**config.mk**
```make
export PLATFORM = sky130hd
export DESIGN_NAME = faccumulator
export DESIGN_NICKNAME = d
export VERILOG_FILES = /design/src/rtl/faccumulator.sv
export SDC_FILE = /design/constraint.sdc
export NUM_CORES = 1
export LEC_CHECK = 0
export BUFFER_PORTS_ARGS = -buffer_cell sky130_fd_sc_hd__buf_4
export CORE_ASPECT_RATIO = 1.25
export CORE_MARGIN = 1
export CORE_UTILIZATION = 45
export DETAILED_ROUTE_END_ITERATION = 12
export PLACE_DENSITY_LB_ADDON = 0.25
export SYNTH_ARGS = -nofsm -noshare
export SYNTH_HDL_FRONTEND = slang
export SYNTH_SLANG_ARGS = --single-unit
```
**constraint.sdc**
```tcl
create_clock -name clk -period 4.31 [get_ports clk]
set_input_delay 0.2155 -clock clk [delete_from_list [all_inputs] [get_ports clk]]
set_output_delay 0.2155 -clock clk [all_outputs]
set_load 0.01 [all_outputs]
```
**src/rtl/faccumulator.sv**
```systemverilog
// FP32 dot-product accumulator: sums a stream of products using a four-step
// align/add/normalise sequence, with round toward zero and a sticky exception flag.
module faccumulator #(
    parameter int unsigned CNT_W = 8
) (
    input  logic             clk,
    input  logic             reset,
    input  logic             in_valid,
    output logic             in_ready,
    input  logic [31:0]      in_data,
    input  logic             in_exception,
    input  logic             in_last,
    output logic             out_valid,
    input  logic             out_ready,
    output logic [31:0]      out_data,
    output logic             out_exception,
    output logic [CNT_W-1:0] out_count
);

    typedef enum logic [2:0] {StIdle, StAlign, StAdd, StNorm, StDone} state_e;

    state_e state_q, state_d;

    logic [31:0]      acc_q, acc_d;
    logic             exc_q, exc_d;
    logic [CNT_W-1:0] cnt_q, cnt_d;
    logic [31:0]      term_q, term_d;
    logic             last_q, last_d;
    logic             bad_q, bad_d;
    logic [23:0]      big_sig_q, big_sig_d;
    logic [23:0]      small_sig_q, small_sig_d;
    logic [7:0]       exp_q, exp_d;
    logic             big_sign_q, big_sign_d;
    logic             small_sign_q, small_sign_d;
    logic [24:0]      sum_q, sum_d;
    logic             sum_sign_q, sum_sign_d;

    logic [7:0]  acc_e, term_e, diff;
    logic [23:0] acc_m, term_m, small_m, small_al;
    logic        acc_big;
    logic [4:0]  lz;
    logic [23:0] norm_sig;
    logic [31:0] norm_res;
    logic        norm_ovf;

    function automatic logic [4:0] lzc24(input logic [23:0] v);
        logic [4:0] n;
        logic       found;
        n     = 5'd24;
        found = 1'b0;
        for (int i = 23; i >= 0; i--) begin
            if (!found && v[i]) begin
                n     = 5'(23 - i);
                found = 1'b1;
            end
        end
        return n;
    endfunction

    // FSM: state register
    always_ff @(posedge clk) begin
        if (reset) begin
            state_q <= StIdle;
        end else begin
            state_q <= state_d;
        end
    end

    // FSM: next state
    always_comb begin
        state_d = state_q;
        unique case (state_q)
            StIdle:  if (in_valid) state_d = StAlign;
            StAlign: state_d = StAdd;
            StAdd:   state_d = StNorm;
            StNorm:  state_d = last_q ? StDone : StIdle;
            StDone:  if (out_ready) state_d = StIdle;
            default: state_d = StIdle;
        endcase
    end

    // FSM: outputs
    always_comb begin
        in_ready      = (state_q == StIdle) && !reset;
        out_valid     = (state_q == StDone) && !reset;
        out_data      = acc_q;
        out_exception = exc_q;
        out_count     = cnt_q;
    end

    // Operand decode; denormals (exponent 0) collapse to a zero significand.
    assign acc_e    = acc_q[30:23];
    assign term_e   = term_q[30:23];
    assign acc_m    = (acc_e == 8'd0) ? 24'd0 : {1'b1, acc_q[22:0]};
    assign term_m   = (term_e == 8'd0) ? 24'd0 : {1'b1, term_q[22:0]};
    assign acc_big  = (acc_e >= term_e);
    assign diff     = acc_big ? (acc_e - term_e) : (term_e - acc_e);
    assign small_m  = acc_big ? term_m : acc_m;
    assign small_al = (diff >= 8'd26) ? 24'd0 : (small_m >> diff);

    // Renormalisation of the registered sum, truncating (round toward zero).
    assign lz       = lzc24(sum_q[23:0]);
    assign norm_sig = sum_q[23:0] << lz;

    always_comb begin
        norm_res = 32'h0000_0000;
        norm_ovf = 1'b0;
        if (sum_q == 25'd0) begin
            norm_res = 32'h0000_0000;
        end else if (sum_q[24]) begin
            if (exp_q >= 8'd254) begin
                norm_res = {sum_sign_q, 8'hFF, 23'd0};
                norm_ovf = 1'b1;
            end else begin
                norm_res = {sum_sign_q, exp_q + 8'd1, sum_q[23:1]};
            end
        end else if ({3'b000, lz} >= exp_q) begin
            norm_res = 32'h0000_0000;
        end else begin
            norm_res = {sum_sign_q, exp_q - {3'b000, lz}, norm_sig[22:0]};
        end
    end

    always_comb begin
        acc_d        = acc_q;
        exc_d        = exc_q;
        cnt_d        = cnt_q;
        term_d       = term_q;
        last_d       = last_q;
        bad_d        = bad_q;
        big_sig_d    = big_sig_q;
        small_sig_d  = small_sig_q;
        exp_d        = exp_q;
        big_sign_d   = big_sign_q;
        small_sign_d = small_sign_q;
        sum_d        = sum_q;
        sum_sign_d   = sum_sign_q;
        unique case (state_q)
            StIdle: begin
                if (in_valid) begin
                    term_d = in_data;
                    last_d = in_last;
                    bad_d  = in_exception || (in_data[30:23] == 8'hFF);
                    if (cnt_q != {CNT_W{1'b1}}) cnt_d = cnt_q + CNT_W'(1);
                end
            end
            StAlign: begin
                big_sig_d    = acc_big ? acc_m : term_m;
                small_sig_d  = small_al;
                exp_d        = acc_big ? acc_e : term_e;
                big_sign_d   = acc_big ? acc_q[31] : term_q[31];
                small_sign_d = acc_big ? term_q[31] : acc_q[31];
            end
            StAdd: begin
                if (big_sign_q == small_sign_q) begin
                    sum_d      = {1'b0, big_sig_q} + {1'b0, small_sig_q};
                    sum_sign_d = big_sign_q;
                end else if (big_sig_q >= small_sig_q) begin
                    sum_d      = {1'b0, big_sig_q - small_sig_q};
                    sum_sign_d = big_sign_q;
                end else begin
                    sum_d      = {1'b0, small_sig_q - big_sig_q};
                    sum_sign_d = small_sign_q;
                end
            end
            StNorm: begin
                // Once flagged, the accumulator holds its NaN/Inf until cleared.
                if (bad_q) begin
                    acc_d = 32'h7FC0_0000;
                    exc_d = 1'b1;
                end else if (!exc_q) begin
                    acc_d = norm_res;
                    exc_d = norm_ovf;
                end
            end
            StDone: begin
                if (out_ready) begin
                    acc_d = 32'h0000_0000;
                    exc_d = 1'b0;
                    cnt_d = '0;
                end
            end
            default: ;
        endcase
    end

    always_ff @(posedge clk) begin
        if (reset) begin
            acc_q        <= 32'h0000_0000;
            exc_q        <= 1'b0;
            cnt_q        <= '0;
            term_q       <= 32'h0000_0000;
            last_q       <= 1'b0;
            bad_q        <= 1'b0;
            big_sig_q    <= 24'd0;
            small_sig_q  <= 24'd0;
            exp_q        <= 8'd0;
            big_sign_q   <= 1'b0;
            small_sign_q <= 1'b0;
            sum_q        <= 25'd0;
            sum_sign_q   <= 1'b0;
        end else begin
            acc_q        <= acc_d;
            exc_q        <= exc_d;
            cnt_q        <= cnt_d;
            term_q       <= term_d;
            last_q       <= last_d;
            bad_q        <= bad_d;
            big_sig_q    <= big_sig_d;
            small_sig_q  <= small_sig_d;
            exp_q        <= exp_d;
            big_sign_q   <= big_sign_d;
            small_sign_q <= small_sign_d;
            sum_q        <= sum_d;
            sum_sign_q   <= sum_sign_d;
        end
    end

endmodule

```
==> metrics.txt <==
Residual DRC 0; clock share of power 0.222; Worst Hold Class primary input to flip-flop; Die Footprint around 33,000 µm²; critical path endpoint category flip-flop; Final Hold Fails 0; CTS HTree Levels 4; Initial Utilization 0.456; DP HPWL 42,700 µm; drt first-iter violations ~1,300; First-pass DRT Iterations 6; Power Density just over 400 nW/µm²; sequential element share of the synthesized area 0.224; max cap viols 0; first-pass GRT wire length between 80,000 and 90,000 µm; Yosys reg bits ~160; Crit-path slowest cell fa_1; Slew @ Worst Pin around 1.2 ns; Vias/cell around 6.4; Leak between 0.006 and 0.007 µW; clock buffer count from CTS 17; Finished Layout Cells 2,438; GPL Wtd Cong 1.00; CP most frequent cell buf_4; Combinational Power Share 0.523; CTS tree yes; core footprint ~32,000 µm²; via count around 16,000; vias in the first global route 14,400; Switch Pwr ~3000 µW; reg2reg path depth 20; fin worst setup slack 0.291 ns; skew final 0.0118 ns; fin crit share 0.933; Routed WL roughly 55,000 µm; status finished, final reports clean; asr flop ratio synth 0; initial antenna violation count 1; mapped cell area approximately 14,000 µm²; worst path cell trace buf_4, inv_1, a21oi_1, a211oi_2, o32a_1, o211ai_4, inv_2, ha_1, fa_1, nor2b_1, o21a_1, nor2_1, o21ai_0, a211oi_1, buf_4, nor3_1, buf_4, nand2_1, buf_4, o21ai_0; Placement Rows 73; flop-to-flop setup slack about 0.29 ns; clock latency on the worst-skew pair ~0.44 ns; Yosys Warn Count 0; GR Util All Layers 0.334; placed cells 2,403; RSZ-0062 raised after global routing yes; maximum clock frequency between 0.2 and 0.25 GHz; crit-path max cell delay 0.43 ns; EDFF count, synth 0; Reg-to-Reg End out_data[10]$_SDFFE_PP0P_; pin count of the biggest net entering global routing just under 60; DR WL/cell 22.6 µm; Net count, final between 2,000 and 2,500; width of the chip between 150 and 200 µm; synth-to-layout area growth 13.3%; Antenna Nets Post-Route 0; CP Max Fanout 6; # clock sinks approximately 160; Critical Path AT 4.39 ns; clock buffer depth 2; layout cells sized above 1 0.137; critical path class flip-flop to flip-flop; pre-CTS setup slack 0.172 ns; clock-pin slew on the worst setup and hold paths approximately 0.070 ns; startpoint types flip-flop; Setup TNS Final 0 ns; Internal Pwr Total between 3000 and 4000 µW; IO Count 81; Die Ht 203 µm; Tot Pwr about 6600 µW; Mapped Cells 1,961; Cell variety after synth 89; post-synthesis area per instance around 7.4 µm²; hold path depth 3; hold_ws about 0.018 ns; Final Setup Violations 0; sequential share of power 0.254; Mapped Nets between 2,000 and 2,500; I/O Buffers 80; ant diodes 0; Min Clock Period, post-route approximately 4.0 ns; GRT overflow 0; reg2reg start sum_q[15]$_SDFFE_PP0N_; dominant synthesized flop cell dfxtp_1; WP data required 4.68 ns; hold path start in_last; CTS root buf clkbuf_16; Slew HR 0.206; hold path endpoint last_q$_SDFFE_PP0P_; Switching Fraction 0.449; VDD IR max 0.000314 V; Slew Viols, Final 0
## synth_stat cells (12+ instances only)
| cell | instances | area [µm²] |
|---|---|---|
| xnor2_1 | 21 | 184 |
| nor2b_1 | 13 | 81.3 |
| o21ai_1 | 29 | 145 |
| ha_1 | 94 | 1180 |
| nand4_1 | 15 | 93.8 |
| and3_1 | 23 | 144 |
| o31ai_1 | 22 | 165 |
| inv_1 | 113 | 424 |
| nor3_1 | 43 | 215 |
| dfxtp_1 | 162 | 3240 |
| a22oi_1 | 18 | 135 |
| nand2_1 | 250 | 938 |
| a31oi_1 | 24 | 150 |
| clkbuf_1 | 114 | 428 |
| o21bai_1 | 19 | 143 |
| a22o_1 | 17 | 149 |
| mux2i_1 | 110 | 1100 |
| buf_2 | 12 | 60.1 |
| and2_1 | 13 | 81.3 |
| nand3_1 | 41 | 205 |
| a21oi_1 | 161 | 806 |
| a21o_1 | 31 | 233 |
| mux2_2 | 22 | 248 |
| or3_1 | 13 | 81.3 |
| xor2_1 | 13 | 114 |
| a311oi_1 | 43 | 377 |
| o211ai_1 | 21 | 158 |
| nor4_1 | 19 | 119 |
| nor2_1 | 183 | 687 |
| buf_1 | 13 | 48.8 |
| a211oi_1 | 46 | 345 |
| o21ai_0 | 82 | 410 |
## critical path, delay by kind of cell, from the launching register on
kind,cells,cell delay (ns)
AOI/OAI and AO/OA,8,1.50
and+or+nand+nor,4,0.48
adders and majority gates,2,0.66
buffers and inverters,6,0.92
DFF,1,0.39
## flip-flops by register name, summed over array words and instances, names as in the netlist
register,count
out_data,32
term_q,32
sum_q,25
big_sig_q,24
small_sig_q,24
exp_q,8
out_count,8
state_q,3
bad_q,1
big_sign_q,1
last_q,1
out_exception,1
small_sign_q,1
sum_sign_q,1
## metrics by stage
| step | util | instance area (µm²) |
|---|---|---|
| finish | 0.517 | 16400 |
| CTS | 0.515 | 16400 |
| global placement | 0.497 | 15800 |
| global route | 0.517 | 16400 |
| detailed placement | 0.497 | 15800 |
| floorplan | - | 14500 |
## layer usage
metal,vias to the layer above,part of all wire,GRT usage
met3,117,0.063,0.0372
met1,7475,0.42,0.433
met2,690,0.47,0.550
met4,0,0.047,0.155
met5,-,0,0
li1,7222,-,-
## cells by family (layout without fill, tap and decap cells)
group,Yosys count,after routing,share of synthesized area
and+or+nand+nor,652,652,0.204
AOI/OAI and AO/OA,607,607,0.282
buffers and inverters,263,328,0.0708
DFF,162,162,0.224
muxes,143,143,0.109
adders and majority gates,100,100,0.0894
xor gates and xnor gates,34,34,0.0205
## layout make-up
class | count | area [µm²]
multi-input cells | 1536 | 10300
clock buffers | 20 | 447
clock inverters | 12 | 106
fillers | 3172 | 15400
inverters | 119 | 447
repair buffers | 177 | 1360
flip-flops and latches | 162 | 3240
well taps | 412 | 515
## power groups by stage
| stage | Sequential, µW | Clock (µW) | Combinational (µW) |
|---|---|---|---|
| after floorplan | 1670 | 0 | 2310 |
| after global placement | 1700 | 0 | 3350 |
| after detailed placement | 1710 | 0 | 3350 |
| after CTS | 1670 | 1490 | 3370 |
| after global routing | 1690 | 1550 | 3700 |
| final | 1680 | 1470 | 3460 |
## layout by cell type, fill, tap and decap left out, drive strengths merged, types with 44 or more instances in the layout
| cell | count |
|---|---|
| inv | 120 |
| mux2i | 110 |
| nor2 | 184 |
| a211oi | 46 |
| nor3 | 44 |
| buf | 176 |
| ha | 94 |
| a311oi | 44 |
| nand2 | 250 |
| a21oi | 161 |
| dfxtp | 162 |
| o21ai | 111 |
## repair_timing
action	CTS	global route
endpoints found under the hold margin	1	0
buffers inserted	0	2
gates resized for setup	0	8
endpoints found under the setup margin	0	31
hold buffers	1	0
## worst max-delay path by stage
stage,from,endpoint,slack [ns],cells past startpoint
5_1_grt,sum_q[20]$_SDFFE_PP0N_,out_data[23]$_SDFFE_PP0P_,-0.02,21
3_5_place_dp,sum_q[20]$_SDFFE_PP0N_,out_data[8]$_SDFFE_PP0P_,0.17,20
3_3_place_gp,sum_q[20]$_SDFFE_PP0N_,out_data[2]$_SDFFE_PP0P_,0.28,19
2_1_floorplan,sum_q[12]$_SDFFE_PP0N_,out_data[15]$_SDFFE_PP0P_,0.11,19
4_1_cts,sum_q[20]$_SDFFE_PP0N_,out_data[10]$_SDFFE_PP0P_,0.13,19
6_report,sum_q[15]$_SDFFE_PP0N_,out_data[10]$_SDFFE_PP0P_,0.29,20
No activity file was read; power rests on OpenSTA's default activity.
